--- src/rtl/afe_tot_readout_if.sv ---
// Control/SPI signal bundle between the lab controller, the TOT readout block and the AFE CPLD.
// The slave view belongs to the readout block; the master view is the controller/CPLD side.
interface afe_tot_readout_if #(
    parameter int unsigned N = 8
) ();
    logic         start;
    logic [N-1:0] gpio_data;
    logic         busy;
    logic         cs_b;
    logic         sclk;
    logic         mosi;
    logic         miso;
    logic [N-1:0] raw;
    logic [N-1:0] tot;
    logic         tot_valid;
    logic         tot_err;

    modport slave (
        input  start, gpio_data, miso,
        output busy, cs_b, sclk, mosi, raw, tot, tot_valid, tot_err
    );

    modport master (
        output start, gpio_data, miso,
        input  busy, cs_b, sclk, mosi, raw, tot, tot_valid, tot_err
    );
endinterface

--- src/rtl/afe_tot_readout.sv ---
// SPI master reading the CPLD LFSR TOT counter (writing a GPIO byte in the same transfer),
// then decoding the LFSR state to a binary count by stepping a local LFSR copy from its seed.
module afe_tot_readout #(
    parameter int unsigned N         = 8,
    parameter int unsigned CLK_DIV   = 4,
    parameter logic [N-1:0] SEED     = {N{1'b1}},
    parameter logic [N-1:0] TAPS     = N'(29),
    parameter bit           LSB_FIRST = 1'b0
) (
    input  logic              reg_clk,
    input  logic              rst,
    afe_tot_readout_if.slave  bus
);
    localparam int unsigned DIV_W = (CLK_DIV > 1) ? $clog2(2 * CLK_DIV) : 1;
    localparam int unsigned BIT_W = (N > 1) ? $clog2(N) : 1;
    localparam logic [DIV_W-1:0] HALF_LAST = DIV_W'(CLK_DIV - 1);
    localparam logic [DIV_W-1:0] FULL_LAST = DIV_W'(2 * CLK_DIV - 1);
    localparam logic [BIT_W-1:0] BIT_LAST  = BIT_W'(N - 1);
    localparam logic [N-1:0]     CNT_LAST  = {{(N-1){1'b1}}, 1'b0};

    typedef enum logic [2:0] {
        S_IDLE, S_SETUP, S_SHIFT, S_HOLD, S_DECODE, S_DONE
    } state_t;

    state_t           state;
    logic [DIV_W-1:0] div;
    logic [BIT_W-1:0] bit_cnt;
    logic [N-1:0]     tx;
    logic [N-1:0]     rx;
    logic [N-1:0]     lfsr;
    logic [N-1:0]     cnt;

    function automatic logic lead_bit(input logic [N-1:0] v);
        return LSB_FIRST ? v[0] : v[N-1];
    endfunction

    function automatic logic [N-1:0] tx_advance(input logic [N-1:0] v);
        return LSB_FIRST ? {1'b0, v[N-1:1]} : {v[N-2:0], 1'b0};
    endfunction

    function automatic logic [N-1:0] rx_advance(input logic [N-1:0] v, input logic b);
        return LSB_FIRST ? {b, v[N-1:1]} : {v[N-2:0], b};
    endfunction

    // Transfer sequencer, decoder and registered outputs
    always_ff @(posedge reg_clk or posedge rst) begin
        if (rst) begin
            state         <= S_IDLE;
            div           <= '0;
            bit_cnt       <= '0;
            tx            <= '0;
            rx            <= '0;
            lfsr          <= '0;
            cnt           <= '0;
            bus.busy      <= 1'b0;
            bus.cs_b      <= 1'b1;
            bus.sclk      <= 1'b0;
            bus.mosi      <= 1'b0;
            bus.raw       <= '0;
            bus.tot       <= '0;
            bus.tot_valid <= 1'b0;
            bus.tot_err   <= 1'b0;
        end else begin
            bus.tot_valid <= 1'b0;
            case (state)
                S_IDLE: begin
                    if (bus.start) begin
                        tx          <= bus.gpio_data;
                        bus.mosi    <= lead_bit(bus.gpio_data);
                        bus.tot_err <= 1'b0;
                        bus.cs_b    <= 1'b0;
                        bus.busy    <= 1'b1;
                        div         <= '0;
                        bit_cnt     <= '0;
                        state       <= S_SETUP;
                    end
                end
                S_SETUP: begin
                    if (div == HALF_LAST) begin
                        div   <= '0;
                        state <= S_SHIFT;
                    end else begin
                        div <= div + DIV_W'(1);
                    end
                end
                S_SHIFT: begin
                    if (div == HALF_LAST) begin
                        bus.sclk <= 1'b1;
                        rx       <= rx_advance(rx, bus.miso);
                        div      <= div + DIV_W'(1);
                    end else if (div == FULL_LAST) begin
                        // MOSI only moves on the falling SCLK so it is settled before each rise
                        bus.sclk <= 1'b0;
                        div      <= '0;
                        tx       <= tx_advance(tx);
                        if (bit_cnt == BIT_LAST) begin
                            bus.mosi <= 1'b0;
                            state    <= S_HOLD;
                        end else begin
                            bus.mosi <= lead_bit(tx_advance(tx));
                            bit_cnt  <= bit_cnt + BIT_W'(1);
                        end
                    end else begin
                        div <= div + DIV_W'(1);
                    end
                end
                S_HOLD: begin
                    if (div == HALF_LAST) begin
                        div      <= '0;
                        bus.cs_b <= 1'b1;
                        bus.raw  <= rx;
                        lfsr     <= SEED;
                        cnt      <= '0;
                        state    <= S_DECODE;
                    end else begin
                        div <= div + DIV_W'(1);
                    end
                end
                S_DECODE: begin
                    if (lfsr == bus.raw) begin
                        bus.tot       <= cnt;
                        bus.tot_valid <= 1'b1;
                        bus.busy      <= 1'b0;
                        state         <= S_DONE;
                    end else if (cnt == CNT_LAST) begin
                        // Unreachable state (e.g. the all-zero lock-up word)
                        bus.tot       <= {N{1'b1}};
                        bus.tot_err   <= 1'b1;
                        bus.tot_valid <= 1'b1;
                        bus.busy      <= 1'b0;
                        state         <= S_DONE;
                    end else begin
                        lfsr <= {lfsr[N-2:0], ^(lfsr & TAPS)};
                        cnt  <= cnt + N'(1);
                    end
                end
                S_DONE: begin
                    state <= S_IDLE;
                end
                default: begin
                    state <= S_IDLE;
                end
            endcase
        end
    end
endmodule

--- src/flat_wrapper.sv ---
// flat-port wrapper written by rule: the top's interface ports become plain ports
module afe_tot_readout_flat 
#(
    parameter int unsigned N         = 8,
    parameter int unsigned CLK_DIV   = 4,
    parameter logic [N-1:0] SEED     = {N{1'b1}},
    parameter logic [N-1:0] TAPS     = N'(29),
    parameter bit           LSB_FIRST = 1'b0
)
  (reg_clk, rst, bus_start, bus_gpio_data, bus_miso, bus_busy, bus_cs_b, bus_sclk, bus_mosi, bus_raw, bus_tot, bus_tot_valid, bus_tot_err);
  afe_tot_readout_if #(.N(N)) bus_i ();
  input  logic reg_clk;
  input  logic rst;
  input wire logic [$bits(bus_i.start)-1:0] bus_start;
  input wire logic [$bits(bus_i.gpio_data)-1:0] bus_gpio_data;
  input wire logic [$bits(bus_i.miso)-1:0] bus_miso;
  output wire logic [$bits(bus_i.busy)-1:0] bus_busy;
  output wire logic [$bits(bus_i.cs_b)-1:0] bus_cs_b;
  output wire logic [$bits(bus_i.sclk)-1:0] bus_sclk;
  output wire logic [$bits(bus_i.mosi)-1:0] bus_mosi;
  output wire logic [$bits(bus_i.raw)-1:0] bus_raw;
  output wire logic [$bits(bus_i.tot)-1:0] bus_tot;
  output wire logic [$bits(bus_i.tot_valid)-1:0] bus_tot_valid;
  output wire logic [$bits(bus_i.tot_err)-1:0] bus_tot_err;
  assign bus_i.start = bus_start;
  assign bus_i.gpio_data = bus_gpio_data;
  assign bus_i.miso = bus_miso;
  assign bus_busy = bus_i.busy;
  assign bus_cs_b = bus_i.cs_b;
  assign bus_sclk = bus_i.sclk;
  assign bus_mosi = bus_i.mosi;
  assign bus_raw = bus_i.raw;
  assign bus_tot = bus_i.tot;
  assign bus_tot_valid = bus_i.tot_valid;
  assign bus_tot_err = bus_i.tot_err;
  afe_tot_readout #(.N(N), .CLK_DIV(CLK_DIV), .SEED(SEED), .TAPS(TAPS), .LSB_FIRST(LSB_FIRST)) u_core (.reg_clk(reg_clk), .rst(rst), .bus(bus_i));
endmodule
--- config.mk ---
export PLATFORM = sky130hd
export DESIGN_NAME = afe_tot_readout_flat
export DESIGN_NICKNAME = d
export VERILOG_FILES = /design/src/rtl/afe_tot_readout_if.sv /design/src/rtl/afe_tot_readout.sv /design/src/flat_wrapper.sv
export SDC_FILE = /design/constraint.sdc
export NUM_CORES = 1
export LEC_CHECK = 0
export BUFFER_PORTS_ARGS = -buffer_cell sky130_fd_sc_hd__clkbuf_2
export CORE_MARGIN = 2
export CORE_UTILIZATION = 42
export DETAILED_ROUTE_END_ITERATION = 8
export SETUP_SLACK_MARGIN = 0.5
export SLEW_MARGIN = 20
export SYNTH_ARGS = -nofsm -noshare
export SYNTH_HDL_FRONTEND = slang
export SYNTH_SLANG_ARGS = --single-unit
export TNS_END_PERCENT = 5
--- constraint.sdc ---
create_clock -name reg_clk -period 1.62 [get_ports reg_clk]
set_clock_uncertainty 0.05 [all_clocks]
set_input_delay 0 -clock reg_clk [delete_from_list [all_inputs] [get_ports reg_clk]]
set_output_delay 0 -clock reg_clk [all_outputs]
set_load 0.02 [all_outputs]
==> metrics, run 1 <==
maximum fanout along the worst path=8; Seq cells post-synth=just over 60; fraction of registers with async set or reset after synthesis=between 90% and 100%; worst setup timing slack at the placement stage=-158 ps; Clock Latency Late Sink=between 300 and 400 ps; CP Launch Type=register; # rows=30; worst reg2reg path depth=6; vias in the first global route=around 2300; GR Util All Layers=between 10% and 20%; hold violation total from the final report=0; total wire length=around 6400 um; detailed-route via count=2300; Hold Path End=u_core.div[2]; post-placement cell area=3600 um^2; starting density of the core=between 40% and 50%; number of violations reported at the end of detailed-routing iteration 0=80; capture point of the worst reg-to-reg path=u_core.cnt[7]; Setup violations, final=26; synthesized area divided by synthesized cell count=between 10 and 15 um^2; fill cell total of the finished layout=between 500 and 600; clock-pin transition on the worst setup and hold timing paths=70 ps; core footprint=between 6000 and 7000 um^2; number of warnings reported in the yosys synthesis log=0; required time reported for the critical path endpoint=1840 ps; source of the worst hold timing path=bus_start; most frequently used flop master after synthesis=dfrtp_1; number of enable-type register cells in the synthesized netlist=0; Port-buffer cells=33; Seq/Total Area, Yosys=between 50% and 60%; final critical-path required period=1770 ps; detailed placement HPWL=about 4400 um; clock tree from TritonCTS=built; average vias per placed instance=5.18; cells after synthesis=253; net count of the finished layout=379; overflow left after global routing=0; Hold Crit Depth=4; unrepaired setup endpoints after global routing=yes; static leakage power=2.02 nW; endpoint arrival time on the critical path=roughly 2000 ps; highest achievable clock rate=564 MHz; TritonCTS Sinks=62; largest net degree at the start of global routing=34; WL/cell=14.5 um; ratio of cells with drive above 1 in the final layout=a little under half; final routed DRC violation total=0; Die ar.=about 7600 um^2; r2r startpoint=u_core.cnt[2]; Synth Cell Area=~2900 um^2; run status=complete, but fails checks; worst-case setup margin in the final layout=-154 ps; first-pass iteration count of the detailed router=4; post-synthesis net count=273; antenna violations before repair=0; Antenna Violating Nets Remaining=0; final antenna diode count=0; count of distinct cell types in the synthesized netlist=48; Max-cap violations=0; reg2reg setup slack=-150 ps; crit path kind=reg -> reg; PD cells=about 680 nW/um^2; Design Area, Final=4130 um^2; failing checks=setup timing; Max clock buf depth=2; crit share post-route=109%; wire length of the first global-routing pass=about 11000 um; Placer Congestion=0.842; die height=approximately 87 um; Chip Width=about 87 um; # H-tree levels=3; number of CTS-inserted buffers=9; clock root cell=clkbuf_8; area of the multi-input gates=between 1000 and 1500 um^2; type of the worst min-delay path=in -> reg; headroom to the max-slew limit=just over 70%; slew at the pin closest to its max-slew limit=about 420 ps; register area=1550 um^2; synthesis-to-layout area growth=41.7%; kind of capture point of the worst setup path=register; Peak VDD IR=around 520 uV; Ports=34; number of slew-limit violations in the final report=0
per-stage QoR:
step | util (%) | hold slack (ps) | power, W | std cells | setup TNS, ps
floorplan | - | 102 | 0.00162 | 253 | -1480
global placement | 53.2 | 39.4 | 0.00164 | 407 | -1330
detailed placement | 53.2 | 39.3 | 0.00165 | 407 | -2270
CTS | 59.9 | 4.30 | 0.00286 | 439 | -2160
global route | 61.2 | 52.0 | 0.00294 | 444 | -5250
finish | 61.2 | 15.5 | 0.00282 | 444 | -2200
layout by cell type (no fill, tap or decap), types with 5 or more instances in the layout:
cell type and n:
clkbuf_2 32, dfrtp_1 60, mux2_4 6, xnor2_1 10
nand2_2 5, clkbuf_8 9, mux2i_1 9, nand2_1 21
buf_6 7, buf_12 5, o21ai_1 7, mux2_2 11
o21ai_2 5, dlygate4sd3_1 11, inv_1 5, buf_4 51
o22a_1 15, nand3_1 6
per-layer routing:
layer	vias up	share of wire, %	track usage, %
met1	1114	47	24.8
met4	0	2.4	10.1
li1	1130	-	-
met5	-	0	0
met3	13	3.5	3.60
met2	43	47	28.6
worst max-delay path, stage by stage (launching register included):
cell	delay, ps
dfrtp_1	380
and4_4	200
and4_4	180
o21bai_4	200
buf_12	150
or4_1	450
nand3_1	90
state kept, by name, indices dropped and copies added (netlist names), 3 cells and up:
name	count
u_core.bus.raw	8
u_core.state	3
u_core.tx	7
u_core.cnt	8
u_core.bit_cnt	3
u_core.lfsr	8
u_core.bus.tot	8
u_core.div	3
u_core.rx	8
worst max-delay path by stage:
stage | start | end | slack, ps
6_report | u_core.cnt[2] | u_core.cnt[7] | -150
3_5_place_dp | u_core.cnt[5] | u_core.lfsr[3] | -160
5_1_grt | u_core.lfsr[6] | u_core.bus.tot[5] | -220
3_3_place_gp | u_core.cnt[5] | u_core.lfsr[7] | -80
4_1_cts | u_core.cnt[0] | u_core.cnt[7] | -140
2_1_floorplan | u_core.bus.raw[6] | u_core.bus.tot_err | -110
Yosys cell counts (6+ instances only):
| cell | instances | share of area, % |
|---|---|---|
| buf_2 | 6 | 1.0 |
| dfrtp_1 | 61 | 52 |
| ha_1 | 8 | 3.4 |
| inv_1 | 8 | 1.0 |
| mux2_2 | 17 | 6.6 |
| mux2i_1 | 9 | 3.1 |
| nand2_1 | 28 | 3.6 |
| nand3_1 | 8 | 1.4 |
| o21ai_0 | 14 | 2.4 |
| o22a_1 | 15 | 4.5 |
| xnor2_1 | 10 | 3.0 |
cell type report:
type                       count  area share, %
inverter                       9          0.878
clock inverter                 7           1.15
multi-input combinational    171           34.8
clock buffer                   9           3.00
sequential                    62           37.6
timing repair buffer         106           20.1
tap                           80           2.42
power breakdown:
| part | leakage (nW) | switching, W | internal (W) |
|---|---|---|---|
| clock network | 0.0858 | 0.000635 | 0.000556 |
| logic | 1.10 | 0.0000401 | 0.0000355 |
| registers | 0.830 | 0.00000481 | 0.00155 |
logic make-up (layout without fill, tap and decap cells):
family	Yosys count	in the layout	share of synthesized area (%)
AOI/OAI and AO/OA	55	55	13.9
xor gates and xnor gates	11	11	3.30
adders and majority gates	8	8	3.43
buffers and inverters	21	131	3.73
DFF	62	62	53.2
muxes	26	26	9.65
and+or+nand+nor	70	71	12.7
timing repair:
item,4_1_cts,5_1_grt
hold buffers,11,0
setup endpoints to repair,62,63
cloned,1,0
hold endpoints to repair,72,0
resized for setup,40,15
pin swaps,29,18
setup buffers,4,5
Power figures use the tool's default switching activity.
==> inputs of run 2 (changes only) <==
Settings changed: ABC_AREA set to 1.
==> run 2 against run 1 <==
- the flow now finishes without violations
- synthesized cell count is 63% higher
- sequential cell count is the same
- final cell count grew 38%
- non-clock buffer count shrank 15
- global-route usage is 0.26 points lower
- critical path type unchanged
==> metrics, run 2 <==
run status=finished, final reports clean; fraction of registers with async set or reset after synthesis=100% (unchanged); overflow left after global routing=0 (unchanged); Port-buffer cells=33 (unchanged); Setup violations, final=0 (-100%); number of violations reported at the end of detailed-routing iteration 0=97 (+21%); Clock Latency Late Sink=340 ps (about the same); met1 WL=3310 um (+9.3%); GR Util All Layers=18.4% (-0.26 points); cells along the critical path=buf_6 > nor2_4 > inv_2 > nor2_4 > buf_6 > nand3_4 > buf_12 > nand4_1 > nand2_1; synthesis-to-layout area growth=34.9%; average vias per placed instance=4.75 (-8.3%); detailed placement HPWL=4850 um (+11%); detailed-route via count=2916 (+27%); unrepaired setup endpoints after global routing=yes; number of CTS-inserted buffers=9 (unchanged); first-pass iteration count of the detailed router=4 (unchanged); clock-pin transition on the worst setup and hold timing paths=70 ps (about the same); Peak VDD IR=398 uV (-23%); leading post-synthesis cells by cell area=dfrtp_1 (47%), nand2_1 (18%), o21ai_0 (5.2%); synthesized area divided by synthesized cell count=7.88 um^2 (-32%); routed length on met3=214 um (-5.3%); most frequently used flop master after synthesis=dfrtp_1; most frequent standard cell in the layout excluding fill and tap cells=nand2_1; # placed instances=569 (+40%); count of distinct cell types in the synthesized netlist=32 (-33%); Antenna Violating Nets Remaining=0 (unchanged); TritonCTS Sinks=62 (unchanged); final antenna diode count=0 (unchanged); type of the worst min-delay path=in -> async; ratio of cells with drive above 1 in the final layout=29.7% (-18 points); number of warnings reported in the yosys synthesis log=0 (unchanged); dominant cell type by area after synthesis=dfrtp_1; Seq/Total Area, Yosys=47.7% (-5.5 points); worst-case setup margin in the final layout=68.1 ps (+222 ps); Ports=34 (unchanged); most common library cells after synthesis=nand2_1 (152), dfrtp_1 (61), inv_1 (45); vias in the first global route=2743 (+20%); post-placement cell area=3780 um^2 (+5.1%); final routed DRC violation total=0 (unchanged); Die ar.=8470 um^2 (+11%); starting density of the core=42.8% (-0.40 points); most numerous cell in the Yosys netlist=nand2_1; worst path bufs/invs=4 (+3); r2r startpoint=u_core.state[1]; total wire length=7290 um (+14%); # rows=32 (+6.7%); highest achievable clock rate=644 MHz (+14%); hold violation total from the final report=0 (unchanged); max incr delay on CP=390 ps (-60 ps); PD cells=720 nW/um^2 (+5.4%); reg2reg setup slack=70 ps (+220 ps); required time reported for the critical path endpoint=1790 ps (-50 ps); setup TNS=0 ps (+2200 ps); static leakage power=2.22 nW (+10%); WL/cell=11.9 um (-18%); Synth Cell Area=3250 um^2 (+12%); post-synthesis net count=433 (+59%); maximum fanout along the worst path=8 (unchanged); antenna violations before repair=0 (unchanged); net count of the finished layout=527 (+39%); kind of cell adding the most delay to the critical path=simple AND/OR/NAND/NOR gates; clock root cell=clkbuf_8; capture point of the worst reg-to-reg path=u_core.lfsr[7]; number of enable-type register cells in the synthesized netlist=0 (unchanged); top metal layer carrying routed signals=met4; endpoint arrival time on the critical path=1720 ps (-280 ps); # H-tree levels=3 (unchanged); Yosys top cell area share=46.9% (-5.4 points); final cell count without fillers=614 (+38%); number of slew-limit violations in the final report=0 (unchanged); Chip Width=92.0 um (+5.4%); sum of met2 wire segment lengths after detailed routing=3640 um (+21%); final critical-path required period=1550 ps (-222 ps); highest-count cells in the layout ignoring fill and taps=nand2_1 (143), dfrtp_1 (55), inv_1 (42); Design Area, Final=4390 um^2 (+6.1%); worst setup timing slack at the placement stage=45.9 ps (+204 ps); largest net degree at the start of global routing=63 (+85%); cells after synthesis=413 (+63%); wire length of the first global-routing pass=12300 um (+14%); Placer Congestion=0.802 (-4.8%); cell with the largest stage delay on the worst path=dfrtp_1; CP Launch Type=register; total power=0.00316 W (+12%); crit share post-route=95.8% (-14 points); headroom to the max-slew limit=76.4% (+4.1 points); crit path kind=reg -> reg; Max-cap violations=0 (unchanged); clock tree from TritonCTS=built; kind of capture point of the worst setup path=register; Max clock buf depth=2 (unchanged); die height=92.0 um (+5.4%); core footprint=7610 um^2 (+13%); slew at the pin closest to its max-slew limit=354 ps (-61.3 ps); worst reg2reg path depth=9 (+3); Seq cells post-synth=62 (unchanged)
## run 2: per-layer routing
metal | global-route usage [%] | vias up
met2 | 30.6 | 54
met4 | 8.58 | 0
li1 | - | 1507
met1 | 23.2 | 1346
met5 | 0 | -
met3 | 3.29 | 9
## run 2: timing repair
action / 4_1_cts / 5_1_grt
pin swaps: 7 / 17
hold buffers: 11 / 0
buffers inserted: 6 / 10
cloned: 1 / 1
hold endpoints to repair: 72 / 0
setup endpoints to repair: 62 / 63
gates resized for setup: 11 / 28
## run 2: worst max-delay path by stage
stage | cells after the start | start | endpoint | slack [ps]
2_1_floorplan | 8 | u_core.bus.raw[0] | u_core.bus.tot[0] | 90
3_3_place_gp | 9 | u_core.div[0] | u_core.state[1] | 50
3_5_place_dp | 8 | u_core.state[1] | u_core.lfsr[5] | 50
4_1_cts | 8 | u_core.state[0] | u_core.lfsr[7] | 70
5_1_grt | 9 | u_core.state[1] | u_core.cnt[1] | -30
6_report | 9 | u_core.state[1] | u_core.lfsr[7] | 70
## run 2: final cells by class
cell class | instances | area, um^2
Inverter | 51 | 203
Multi-Input combinational cell | 291 | 1590
Timing Repair inverter | 1 | 7.51
Clock buffer | 9 | 124
Timing Repair Buffer | 91 | 679
Clock inverter | 7 | 98.8
Fill cell | 714 | 3220
Tap cell | 102 | 128
Sequential cell | 62 | 1560
## run 2: report_power, final
group	leakage [nW]	internal, W	total (W)	switching (W)
Clock	0.109	0.000871	0.00152	0.000652
Combinational	1.31	0.0000360	0.0000811	0.0000451
Sequential	0.804	0.00155	0.00156	0.00000331
Total	2.22	0.00246	0.00316	0.000700
## run 2: logic make-up (layout without fill, tap and decap cells)
family	after synthesis	after routing	share of synthesized area, %
buffers and inverters	61	159	8.08
AO/OA/AOI/OAI	48	48	8.19
AND/OR/NAND/NOR	228	229	31.3
adder cells (fa/ha/maj)	8	8	3.08
XOR/XNOR	6	6	1.62
flip-flops	62	62	47.7
## run 2: stage by stage
| step | util (%) | hold slack, ps |
|---|---|---|
| CTS | 55.4 | 232 |
| finish | 57.7 | 214 |
| detailed placement | 49.7 | 57.2 |
| global placement | 49.7 | 59.2 |
| global route | 57.7 | 272 |
| floorplan | - | 68.0 |
## run 2: tightest hold or removal path: stages
cell,delay (ps)
dlygate4sd3_1,530
clkbuf_2,120
clkinvlp_4,70
buf_12,270
